==> src/rtl/bus_transfer_sequencer.sv <==
// Bus transfer sequencer: queues (src,dst) register moves and emits registered
// drive/latch strobes for the shared register bus, two cycles per transfer.
module bus_transfer_sequencer #(
  parameter int NUM_REGS = 8,
  parameter int IDX_W    = 3,
  parameter int DEPTH    = 4
) (
  input  logic                clk,
  input  logic                reset,
  input  logic                req_valid,
  output logic                req_ready,
  input  logic [IDX_W-1:0]    req_src,
  input  logic [IDX_W-1:0]    req_dst,
  output logic [NUM_REGS-1:0] enable_out,
  output logic [NUM_REGS-1:0] enable_in,
  output logic                busy,
  output logic                done,
  output logic                err
);
  localparam int PW = (DEPTH > 1) ? $clog2(DEPTH) : 1;

  typedef struct packed {
    logic [IDX_W-1:0] src;
    logic [IDX_W-1:0] dst;
  } req_t;

  typedef enum logic [1:0] {IDLE, DRIVE, LATCH} state_t;

  req_t                mem [DEPTH];
  logic [PW-1:0]       wp, rp;
  logic [PW:0]         count;
  logic                full, empty, push, pop, head_ok;
  req_t                head, cur;
  state_t              state, state_d;
  logic [1:0]          latch_pipe;
  logic [NUM_REGS-1:0] eo_d, ei_d;

  assign full      = (count == (PW+1)'(DEPTH));
  assign empty     = (count == '0);
  assign req_ready = !full;
  assign push      = req_valid && !full;
  assign head      = mem[rp];
  assign head_ok   = ({1'b0, head.src} < (IDX_W+1)'(NUM_REGS)) &&
                     ({1'b0, head.dst} < (IDX_W+1)'(NUM_REGS)) &&
                     (head.src != head.dst);
  assign busy      = (state != IDLE) || !empty;
  assign done      = latch_pipe[1];

  always_ff @(posedge clk) begin
    if (push) mem[wp] <= {req_src, req_dst};
  end

  always_ff @(posedge clk) begin
    if (reset) begin
      wp    <= '0;
      rp    <= '0;
      count <= '0;
    end else begin
      if (push) wp <= wp + PW'(1);
      if (pop)  rp <= rp + PW'(1);
      count <= count + (PW+1)'(push) - (PW+1)'(pop);
    end
  end

  always_ff @(posedge clk) begin
    if (reset) state <= IDLE;
    else       state <= state_d;
  end

  always_ff @(posedge clk) begin
    if (pop && head_ok) cur <= head;
  end

  // IDLE holds off one cycle while a done is still in flight so that an
  // err pulse can never land on top of it.
  always_comb begin
    state_d = state;
    pop     = 1'b0;
    case (state)
      IDLE: begin
        if (!empty && !latch_pipe[0]) begin
          pop     = 1'b1;
          state_d = head_ok ? DRIVE : IDLE;
        end
      end
      DRIVE: state_d = LATCH;
      LATCH: begin
        state_d = IDLE;
        if (!empty) begin
          pop = 1'b1;
          if (head_ok) state_d = DRIVE;
        end
      end
      default: state_d = IDLE;
    endcase
  end

  always_comb begin
    eo_d = '0;
    ei_d = '0;
    if (state == DRIVE || state == LATCH) eo_d = NUM_REGS'(1) << cur.src;
    if (state == LATCH)                   ei_d = NUM_REGS'(1) << cur.dst;
  end

  // Strobes lag the state by one cycle so they are stable for full cycles.
  always_ff @(posedge clk) begin
    if (reset) begin
      enable_out <= '0;
      enable_in  <= '0;
      latch_pipe <= '0;
      err        <= 1'b0;
    end else begin
      enable_out <= eo_d;
      enable_in  <= ei_d;
      latch_pipe <= {latch_pipe[0], state == LATCH};
      err        <= pop && !head_ok;
    end
  end
endmodule

==> config.mk <==
export PLATFORM = sky130hd
export DESIGN_NAME = bus_transfer_sequencer
export DESIGN_NICKNAME = d
export VERILOG_FILES = /design/src/rtl/bus_transfer_sequencer.sv
export SDC_FILE = /design/constraint.sdc
export NUM_CORES = 1
export LEC_CHECK = 0
export BUFFER_PORTS_ARGS = -buffer_cell sky130_fd_sc_hd__buf_4
export CORE_MARGIN = 8
export CORE_UTILIZATION = 50
export DETAILED_ROUTE_END_ITERATION = 12
export GPL_ROUTABILITY_DRIVEN = 0
export PLACE_DENSITY = 0.71
export SYNTH_ARGS = -nofsm -noshare
export SYNTH_HDL_FRONTEND = slang
export SYNTH_SLANG_ARGS = --single-unit
==> constraint.sdc <==
create_clock -name clk -period 2.1 [get_ports clk]
set_clock_uncertainty 0.1 [all_clocks]
set_input_delay 0.21 -clock clk [delete_from_list [all_inputs] [get_ports clk]]
set_output_delay 0.21 -clock clk [all_outputs]
set_load 0.1 [all_outputs]
==> qor.csv <==
stage;metric;value;unit
status;status;complete, but fails checks;
status;violated checks;setup timing;
layout;most frequent cells in the layout;56 x buf_4, 30 x edfxtp_1, 25 x dfxtp_1, 15 x nor2_1, 10 x clkbuf_8;
die;Core Footprint;4324;um2
sta;RSZ-0062 raised after global routing;yes;
logic_synthesis;mux contribution to synthesized area;0.06488;
sta;Slew Limit Fails;0;
logic_synthesis;largest family of logic cells by synthesized area;simple AND/OR/NAND/NOR gates;
global_routing;Global Route Usage Sum;0.1343;
critical_path;CP Capture Type;flop;
clocking;total clock sinks;60;
layout;Layout Utilization;0.7106;
power;leak pwr;1.245;nW
layout;commonest non-fill, non-tap cell in the layout;buf_4;
global_routing;antenna violations before repair;0;
logic_synthesis;Synth Cell Area;2237;um2
sta;final hold vios;0;
global_routing;first-pass GRT wire length;7.320;mm
layout;Design Area, Final;3073;um2
clocking;clock buffer depth;2;
logic_synthesis;synth warn;0;
logic_synthesis;Post-Synth Adder-Cell Area;0.06488;
die;chip width;82.89;um
logic_synthesis;synthesized area per cell;14.07;um2
logic_synthesis;FF+latch count, synth;60;
drt;detailed-route via count;1473;
sta;Slew headroom;0.7464;
drt;Iter 0 DRT Violations;70;
sta;post-layout min period;2189;ps
placed_design;DP Area;2640;um2
drt;drt pass-1 iters;4;
layout;share of layout cells above drive strength 1;0.4449;
layout;Antenna Cells;0;
logic_synthesis;Compound-Gate Fraction of Synth Area;0.02349;
drt;routed wire length;4.704;mm
sta;maximum clock rate;456.9;MHz
clocking;clk_lat worst skew;330;ps
clocking;Inserted Clock Buffers;9;
logic_synthesis;Synth Area in XOR/XNOR;0.03132;
sta;Final setup viols;3;
placed_design;hpwl dp;2.909;mm
critical_path;arrival time worst endpoint;2350;ps
logic_synthesis;count of flip-flops with a built-in enable after synthesis;30;
power;Max VDD drop;0.6511;mV
sta;period utilization;1.042;
global_routing;grt total ovfl;0;
drt;drt drc;0;
critical_path;Worst EP required;2260;ps
logic_synthesis;Yosys cell types;32;
placed_design;dpl cells;253;
layout;Final Non-Filler Cells;288;
clocking;CTS H-tree lvls;3;
global_routing;largest net degree at the start of global routing;18;
critical_path;crit path kind;reg2reg;
logic_synthesis;Synth Area in Simple Gates;0.1191;
logic_synthesis;post-synthesis sequential area ratio;0.6711;
placed_design;Port Buf Inserts;28;
clocking;clock transition at the registers of the reported paths;60;ps
sta;worst-margin pin slew;377.9;ps
logic_synthesis;Mapped Cells;159;
hold_path;Worst Hold Class;in2reg;
drt;Via density;5.115;
die;row cnt;24;
sta;final worst slack;-88.78;ps
critical_path;largest fanout on the critical path;3;
die;IO Count;29;
die;Die ar.;6871;um2
power;P per Cell Area;1493;nW/um2
drt;Routed Antenna Nets;0;
logic_synthesis;fraction of registers with async set/reset;0;
run;maximum capacitance violations;0;
layout;final net count;251;
layout;area grow syn2layout;37.36;%
die;starting density of the core;0.5174;
logic_synthesis;post-synth net total;179;
logic_synthesis;Post-synth top flop;edfxtp_1;
die;die height;82.89;um
clocking;Root Buffer;clkbuf_8;
drt;WL per Instance;16.33;um
critical_path;crit path launch type;flop;
global_routing;vias in the first global route;1558;
clocking;TritonCTS clock tree;yes;
logic make-up (layout without fill, tap and decap cells):
kind of cell / count (synthesis) / count (layout)
DFF: 60 / 60
and+or+nand+nor: 52 / 52
buffers and inverters: 13 / 90
adders and majority gates: 11 / 11
AOI/OAI and AO/OA: 8 / 8
xor gates and xnor gates: 8 / 8
muxes: 7 / 7
sequential cells by signal (all words and copies together), names as in the netlist, named ones only:
| name | count |
|---|---|
| state | 2 |
| mem | 24 |
| enable_in | 8 |
| latch_pipe | 2 |
| err | 1 |
| count | 3 |
| cur | 6 |
| rp | 2 |
| enable_out | 8 |
| wp | 2 |
critical path, cell delays in order (launching register included):
cell and delay, ps:
dfxtp_2 330, buf_4 140, ha_2 200, o21ai_2 170, inv_2 80, ha_4 260
inv_2 30, ha_4 150, fa_2 530, nor2b_4 140
synthesized netlist by cell type (2+ instances only):
| cell type | n | share of area |
|---|---|---|
| nor2b_1 | 5 | 0.014 |
| dfxtp_1 | 30 | 0.27 |
| mux4_2 | 6 | 0.060 |
| edfxtp_1 | 30 | 0.40 |
| inv_1 | 10 | 0.017 |
| nor2_1 | 15 | 0.025 |
| xnor2_1 | 3 | 0.012 |
| and3_1 | 5 | 0.014 |
| nand2b_1 | 3 | 0.0084 |
| ha_1 | 10 | 0.056 |
| nor4_1 | 2 | 0.0056 |
| nor3_1 | 7 | 0.016 |
| xor2_1 | 5 | 0.020 |
| a21oi_1 | 2 | 0.0045 |
| nand2_1 | 8 | 0.013 |
| o21ai_1 | 2 | 0.0045 |
where the power goes:
part | leakage, nW | switching (mW) | total, mW | internal (mW)
Sequential | 0.522 | 0.160 | 1.66 | 1.50
Clock | 0.0828 | 0.427 | 0.879 | 0.451
Combinational | 0.640 | 1.10 | 2.05 | 0.947
what timing repair did:
action,CTS,global route
pin swaps,3,4
buffers inserted,9,4
endpoints found under the setup margin,2,9
hold buffers,6,0
endpoints found under the hold margin,24,0
resized for setup,12,14
path summary, 6_finish.rpt:
check | startpoint | end | slack (ps) | cells after the start
max reg2reg | state[1] | count[1] | -90 | 9
min | reset | count[1] | 100 | 2
min reg2reg | rp[1] | flop | 420 | 2
max | state[1] | count[1] | -90 | 9
metrics by stage:
| step | setup slack, ps | power (mW) | TNS, ps | hold slack, ps |
|---|---|---|---|---|
| 2_1_floorplan | -177.5 | 2.715 | -354.6 | 181.6 |
| 3_3_place_gp | -57.72 | 3.140 | -104.7 | 310.0 |
| 3_5_place_dp | -134.8 | 3.189 | -240.4 | 315.7 |
| 4_1_cts | -55.54 | 4.315 | -55.54 | 73.78 |
| 5_1_grt | -134.1 | 4.828 | -303.3 | 95.56 |
| 6_report | -88.78 | 4.588 | -104.5 | 104.6 |
layout make-up:
| class | count | area [um2] |
|---|---|---|
| clock buffers | 11 | 141.4 |
| well taps | 52 | 65.06 |
| multi-input cells | 86 | 785.8 |
| flip-flops and latches | 60 | 1508 |
| clock inverters | 5 | 28.78 |
| fillers | 305 | 1251 |
| repair buffers | 63 | 500.5 |
| inverters | 11 | 43.79 |
routing by layer:
layer,wire length [um],part of all wire,up-vias,track usage
li1,-,-,710,-
met1,1849,0.39,713,0.1410
met2,2508,0.53,42,0.2291
met3,259,0.055,8,0.06543
met4,87,0.018,0,0.04313
met5,0,0,-,0
Power figures use the tool's default switching activity.
